[src/rtl/ins_fetch_pc.sv]
// ins_fetch_pc
//   Owns the architectural program counter and sequences instruction fetch.
//   Each instruction is read from instruction memory over a req/ack handshake,
//   then held with its PC for decode/execute over a valid/ready handshake.
//   Redirects from the branch/jump execute units (reg_pc_w_op/reg_pc_w_val)
//   always take priority over the sequential PC + PC_STEP advance and over a
//   memory ack arriving in the same cycle.
//
// Parameters
//   RESET_VEC     PC loaded on reset; first fetch address
//   PC_STEP       sequential PC increment
//
// Ports
//   clk           in   clock, rising edge
//   rst_n         in   asynchronous active-low reset
//   reg_pc_w_op   in   redirect request (1 = load reg_pc_w_val)
//   reg_pc_w_val  in   redirect target
//   mem_req       out  instruction-memory read request
//   mem_addr      out  read address (current PC)
//   mem_ack       in   read done, mem_rdata valid this cycle
//   mem_rdata     in   instruction word
//   ins_valid     out  ins_data/ins_pc valid to decode
//   ins_ready     in   decode/execute consumes the instruction this cycle
//   ins_data      out  held instruction word
//   ins_pc        out  PC of ins_data
//   fetch_fault   out  misaligned redirect trap
//
// Configuration
//   INS_FETCH_ALIGN_CHK_EN  when defined, a redirect whose target has
//   reg_pc_w_val[1:0] != 0 is refused: PC is not loaded, fetch_fault is set
//   and the block parks in S_FAULT until reset. When undefined, fetch_fault
//   is tied low and targets are fetched exactly as given.

module ins_fetch_pc #(
  parameter logic [31:0] RESET_VEC = 32'h0000_0000,
  parameter logic [31:0] PC_STEP   = 32'd4
) (
  input  logic        clk,
  input  logic        rst_n,
  input  logic        reg_pc_w_op,
  input  logic [31:0] reg_pc_w_val,
  output logic        mem_req,
  output logic [31:0] mem_addr,
  input  logic        mem_ack,
  input  logic [31:0] mem_rdata,
  output logic        ins_valid,
  input  logic        ins_ready,
  output logic [31:0] ins_data,
  output logic [31:0] ins_pc,
  output logic        fetch_fault
);

  localparam logic [1:0] S_BOOT  = 2'd0;
  localparam logic [1:0] S_REQ   = 2'd1;
  localparam logic [1:0] S_VALID = 2'd2;
`ifdef INS_FETCH_ALIGN_CHK_EN
  localparam logic [1:0] S_FAULT = 2'd3;
`endif

  logic [1:0]  state;
  logic [31:0] pc;
  logic        redirect;

  // Redirects are only honoured once fetching has started.
  assign redirect = reg_pc_w_op && ((state == S_REQ) || (state == S_VALID));

  assign mem_req   = (state == S_REQ);
  assign ins_valid = (state == S_VALID);
  assign mem_addr  = pc;

`ifdef INS_FETCH_ALIGN_CHK_EN
  logic fault_q;
  logic misaligned;

  assign misaligned  = |reg_pc_w_val[1:0];
  assign fetch_fault = fault_q;

  always_ff @(posedge clk or negedge rst_n) begin
    if (!rst_n) begin
      fault_q <= 1'b0;
    end else if (redirect && misaligned) begin
      fault_q <= 1'b1;
    end
  end
`else
  assign fetch_fault = 1'b0;
`endif

  always_ff @(posedge clk or negedge rst_n) begin
    if (!rst_n) begin
      state    <= S_BOOT;
      pc       <= RESET_VEC;
      ins_data <= '0;
      ins_pc   <= RESET_VEC;
    end else if (redirect) begin
      // A redirect discards any ack in this cycle and any held instruction.
`ifdef INS_FETCH_ALIGN_CHK_EN
      if (misaligned) begin
        state <= S_FAULT;
      end else begin
        pc    <= reg_pc_w_val;
        state <= S_REQ;
      end
`else
      pc    <= reg_pc_w_val;
      state <= S_REQ;
`endif
    end else begin
      case (state)
        S_BOOT: state <= S_REQ;
        S_REQ: begin
          if (mem_ack) begin
            ins_data <= mem_rdata;
            ins_pc   <= pc;
            state    <= S_VALID;
          end
        end
        S_VALID: begin
          if (ins_ready) begin
            pc    <= ins_pc + PC_STEP;
            state <= S_REQ;
          end
        end
        default: state <= state;
      endcase
    end
  end

endmodule

[config.mk]
export PLATFORM = sky130hd
export DESIGN_NAME = ins_fetch_pc
export DESIGN_NICKNAME = d
export VERILOG_FILES = /design/src/rtl/ins_fetch_pc.sv
export SDC_FILE = /design/constraint.sdc
export NUM_CORES = 1
export LEC_CHECK = 0
export ABC_AREA = 1
export BUFFER_PORTS_ARGS = -buffer_cell sky130_fd_sc_hd__buf_4
export CAP_MARGIN = 25
export CORE_MARGIN = 2
export CORE_UTILIZATION = 50
export CTS_CLUSTER_DIAMETER = 80
export DETAILED_ROUTE_END_ITERATION = 12
export PLACE_DENSITY_LB_ADDON = 0.15
export SYNTH_ARGS = -nofsm -noshare
export SYNTH_HDL_FRONTEND = slang
export SYNTH_SLANG_ARGS = --single-unit
export TNS_END_PERCENT = 10
[constraint.sdc]
create_clock -name clk -period 2.25 [get_ports clk]
set_input_delay 0.45 -clock clk [delete_from_list [all_inputs] [get_ports clk]]
set_output_delay 0.45 -clock clk [all_outputs]
set_load 0.1 [all_outputs]
==> results of run 1 <==
==> registers in the layout (all words and copies together), names as in the netlist <==
register / count
ins_data: 32
ins_pc: 32
mem_addr: 32
state: 2
==> kinds of logic (layout without fill, tap and decap cells) <==
kind of cell | count (synthesis) | count (layout) | share of synthesized area, %
simple gates | 244 | 244 | 21.6
flops | 98 | 98 | 50.9
buf+inv | 81 | 247 | 7.37
compound gates | 80 | 80 | 9.65
mux | 34 | 34 | 7.94
xor+xnor | 8 | 8 | 1.45
fa+ha+maj | 4 | 4 | 1.04
other cells | 1 | 1 | 0.0778
==> metal layers <==
metal | wire length [um] | global-route usage [%] | vias to the layer above
li1 | - | - | 2081
met1 | 5350 | 33.8 | 2047
met2 | 6110 | 40.5 | 164
met3 | 1070 | 7.25 | 20
met4 | 225 | 8.51 | 0
met5 | 0 | 0 | -
==> worst max-delay path: stages (launching register included) <==
cell,delay [ns]
dfrtp_1,0.42
inv_1,0.06
ha_1,0.26
or2_1,0.26
clkinv_4,0.18
nor2_2,0.13
buf_4,0.27
o21ai_0,0.14
o211ai_1,0.18
==> cell usage in the layout, fill, tap and decap left out, types with 2 or more instances in the layout <==
| master | Yosys | final |
|---|---|---|
| xnor2_1 | 4 | 4 |
| xor2_1 | 4 | 4 |
| buf_12 | 0 | 2 |
| nor2_4 | 2 | 2 |
| o21ai_0 | 43 | 43 |
| clkinv_4 | 1 | 3 |
| clkbuf_8 | 0 | 9 |
| o21bai_1 | 11 | 11 |
| nand2_1 | 141 | 141 |
| nor2_1 | 49 | 49 |
| o22ai_1 | 2 | 2 |
| a21oi_1 | 12 | 12 |
| o211ai_1 | 8 | 8 |
| inv_2 | 3 | 3 |
| inv_1 | 56 | 56 |
| nand3_2 | 5 | 5 |
| ha_1 | 4 | 4 |
| nand3_1 | 28 | 27 |
| mux2_2 | 34 | 34 |
| and2_1 | 2 | 2 |
| buf_4 | 3 | 170 |
| dfrtp_1 | 98 | 98 |
| nand2_2 | 4 | 4 |
| nor3_1 | 3 | 3 |
| nor2_2 | 7 | 7 |
==> per-stage QoR <==
stage | utilization [%] | cells | area (sq um)
after global routing | 68.7 | 845 | 6380
after global placement | 66.6 | 830 | 6190
final | 68.7 | 845 | 6380
after detailed placement | 66.6 | 830 | 6190
after CTS | 68.7 | 845 | 6380
after floorplan | - | 550 | 4820
==> worst max path at each step <==
| stage | startpoint | to | slack, ns | cells after the start |
|---|---|---|---|---|
| 2_1_floorplan | state[1] | ins_pc[23] | 0.05 | 7 |
| 3_3_place_gp | state[0] | mem_addr[7] | 0.37 | 9 |
| 3_5_place_dp | state[0] | mem_addr[5] | 0.25 | 8 |
| 4_1_cts | state[0] | mem_addr[5] | 0.24 | 8 |
| 5_1_grt | state[0] | mem_addr[5] | 0.07 | 8 |
| 6_report | state[0] | mem_addr[5] | 0.25 | 8 |
==> area by class of cell <==
cell class                 instances  area, sq um  share of cell area [%]
sequential                        98         2450                    38.4
multi-input combinational        371         2030                    31.8
timing repair buffer             172         1320                    20.6
inverter                          60          230                    3.61
tap                              129          161                    2.53
clock buffer                      10          128                    2.00
clock inverter                     5         63.8                    1.00
==> results.json, run 1 <==
{
  "via_count": 4312,
  "finalSetupTns_ns": 0,
  "ant_nets": 0,
  "start_util_pct": 51.9,
  "grt_max_degree": 69,
  "place_hpwl_mm": 9.47,
  "rr_endpoint": "mem_addr[5]",
  "synthDistinctLibCells": 35,
  "drtIter0Drc": 192,
  "root_buffer": "clkbuf_8",
  "worst_skew_pair.late_latency_ns": 0.38,
  "portBuffers": 166,
  "hold_ws_ns": 0.0769,
  "synth_edf_count": 0,
  "grt_pass1_vias": 4300,
  "nNetsFinal": 785,
  "dieHeight_um": 102,
  "fillerInstances": 771,
  "tightest_slew_ns": 0.593,
  "async_flop_share_pct": 100,
  "synth_top_cell_by_area": "dfrtp_1",
  "numCtsBuffers": 9,
  "die-area_sq_um": 10400,
  "drive_gt1_share_pct": 34.1,
  "r2r_setup_slack_ns": 0.25,
  "fmax_ghz": 0.499,
  "postCtsSetupBuffers": 0,
  "grt_first_pass_wirelength_mm": 20.6,
  "synth_cells": 550,
  "routed_wirelength_mm": 12.8,
  "worst-path-max-fanout": 19,
  "synth_top_area_share_pct": 50.9,
  "post-route-drc-count": 0,
  "grt_usage_pct": 25.4,
  "required_ns": 2.54,
  "cts_buffer_depth": 2,
  "rsz0062_at_grt": "no",
  "cts_hold_buf": 0,
  "maxSlewHeadroom_pct": 60.5,
  "avgSynthCellArea_sq_um": 8.77,
  "setup_violations": 0,
  "endpoint_kind": "flip-flop",
  "synth-main-ff-cell": "dfrtp_1",
  "clk_pin_slew_ns": 0.10,
  "path_class": "flip-flop to flip-flop",
  "ys_warn_count": 0,
  "crit-reg2reg-launch": "state[0]",
  "status": "finished clean",
  "period_share_pct": 89.0,
  "layout_min_cycle_time_ns": 2.00,
  "place_ws_ns": 0.254,
  "cts-resized-gates": 0,
  "layout_setup_ws_ns": 0.247,
  "synthesis.area_sq_um": 4820,
  "fin_skew_ns": 0.0149,
  "die_w_um": 102,
  "hp-class": "input port to async pin",
  "area_growth_pct": 32.3,
  "ys_top_cells_by_count": "nand2_1 (141), dfrtp_1 (98), inv_1 (56)",
  "ctsHtreeMaxLevel": 3,
  "synth.most_common_cell": "nand2_1",
  "antenna_found_initial": 0,
  "wire_per_inst_um": 15.1,
  "core_sq_um": 9280,
  "yosysSeqAreaShare_pct": 50.9,
  "ys_seq_elements": 98,
  "drv_cap": 0,
  "synthTopCellsByArea": "dfrtp_1 (51%), nand2_1 (11%), mux2_2 (7.9%)",
  "cp.arrival_ns": 2.29,
  "cts_tree": "yes",
  "worstRegToRegCells": 8,
  "overflow": 0,
  "insertedDiodeCount": 0,
  "cts.sinks": 98,
  "synth_nets": 623,
  "place.gp.congestion": 0.892,
  "num_rows": 35,
  "vias_per_cell": 5.10,
  "cp-start-kind": "flip-flop",
  "io_pins": 168,
  "drv_slew": 0,
  "finalHoldViolCount": 0,
  "dr.pass1.iters": 5
}
Power of run 1 is not shown: default switching activity piles up to over one toggle a cycle in this logic, so the estimate is an artifact.
==> inputs of run 2 (changes only) <==
--- a/config.mk
+++ b/config.mk
@@ -9,8 +9,9 @@
 export BUFFER_PORTS_ARGS = -buffer_cell sky130_fd_sc_hd__buf_4
 export CAP_MARGIN = 25
 export CORE_MARGIN = 2
-export CORE_UTILIZATION = 50
+export CORE_UTILIZATION = 40
 export CTS_CLUSTER_DIAMETER = 80
+export CTS_CLUSTER_SIZE = 8
 export DETAILED_ROUTE_END_ITERATION = 12
 export PLACE_DENSITY_LB_ADDON = 0.15
 export SYNTH_ARGS = -nofsm -noshare
==> results.json, run 2 (synthesis gave the netlist of run 1 again) <==
{
  "fin_skew_ns": 0.00461,
  "place.gp.congestion": 0.874,
  "die_w_um": 114,
  "cts-resized-gates": 0,
  "rr_endpoint": "ins_pc[19]",
  "worstPathCellList": "inv_1, ha_1, nand3_4, buf_12, o21ai_0",
  "die-area_sq_um": 12900,
  "core_sq_um": 11900,
  "postCtsSetupBuffers": 0,
  "grt_first_pass_wirelength_mm": 21.1,
  "dr.pass1.iters": 6,
  "place_hpwl_mm": 9.90,
  "slowest_delay_ns": 0.53,
  "hold_ws_ns": 0.0776,
  "layout_min_cycle_time_ns": 1.97,
  "highest_layer": "met4",
  "portBuffers": 166,
  "finalHoldViolCount": 0,
  "crit_start": "state[1]",
  "worst-path-max-fanout": 44,
  "start_util_pct": 40.5,
  "endpoint_kind": "flip-flop",
  "r2r_setup_slack_ns": 0.28,
  "clk_pin_slew_ns": 0.07,
  "layout_common_cells": "buf_4 (169), nand2_1 (141), dfrtp_1 (98)",
  "worstRegToRegCells": 5,
  "cp-start-kind": "flip-flop",
  "cts_buffer_depth": 2,
  "drive_gt1_share_pct": 34.3,
  "drv_cap": 0,
  "hp-class": "input port to async pin",
  "dp.cells": 849,
  "rsz0062_at_grt": "no",
  "required_ns": 2.51,
  "setup_violations": 0,
  "maxSlewHeadroom_pct": 56.2,
  "drv_slew": 0,
  "crit-reg2reg-launch": "state[1]",
  "cts_hold_buf": 0,
  "vias_per_cell": 4.85,
  "tightest_slew_ns": 0.657,
  "final_cells": 865,
  "grt_max_degree": 45,
  "cts.sinks": 98,
  "root_buffer": "clkbuf_16",
  "wl_met1_mm": 5.69,
  "insertedDiodeCount": 0,
  "final_area_sq_um": 6560,
  "layout_commonest_cell": "buf_4",
  "cts_tree": "yes",
  "ant_nets": 0,
  "overflow": 0,
  "route.met3.wl_mm": 1.09,
  "io_pins": 168,
  "dpl-instance-area_sq_um": 6240,
  "wl_met2_mm": 6.09,
  "num_rows": 40,
  "grt_pass1_vias": 4232,
  "numCtsBuffers": 9,
  "dieHeight_um": 114,
  "path_buf_inv": 2,
  "cp_slowest_cell": "nand3_4",
  "period_share_pct": 87.7,
  "drtIter0Drc": 215,
  "grt_usage_pct": 20.8,
  "area_growth_pct": 36.1,
  "antenna_found_initial": 0,
  "fmax_ghz": 0.507,
  "path_delay_family": "simple AND/OR/NAND/NOR gates",
  "via_count": 4193,
  "routed_wirelength_mm": 13.0,
  "wire_per_inst_um": 15.1,
  "status": "finished clean",
  "worst_skew_pair.late_latency_ns": 0.34,
  "ctsHtreeMaxLevel": 3,
  "post-route-drc-count": 0,
  "path_class": "flip-flop to flip-flop",
  "cp.arrival_ns": 2.23,
  "finalSetupTns_ns": 0,
  "nNetsFinal": 786
}
[run 2: how the worst max path moves through the flow]
stage	end	slack, ns	depth (start not counted)
floorplan	ins_pc[23]	0.05	7
global placement	mem_addr[17]	0.36	7
detailed placement	ins_pc[3]	0.28	6
CTS	ins_pc[18]	0.26	6
global route	mem_addr[4]	0.11	7
finish	ins_pc[19]	0.28	5
[run 2: per-layer routing]
layer | vias to the layer above | track usage, %
met5 | - | 0
met4 | 0 | 6.59
met3 | 10 | 6.38
met2 | 142 | 33.7
met1 | 1957 | 27.0
li1 | 2084 | -
[run 2: area by class of cell]
cell class	count	area [sq um]
fillers	1131	5350
well taps	147	184
inverters	60	230
multi-input cells	371	2030
clock buffers	11	243
repair buffers	173	1350
flip-flops and latches	98	2450
clock inverters	5	77.6
[run 2: per-stage QoR]
step | utilization, % | setup slack [ns]
finish | 55.1 | 0.278
global route | 55.1 | 0.111
CTS | 55.1 | 0.256
detailed placement | 52.4 | 0.282
global placement | 52.4 | 0.362
floorplan | - | 0.0512
Power of run 2 is left out for the same reason.
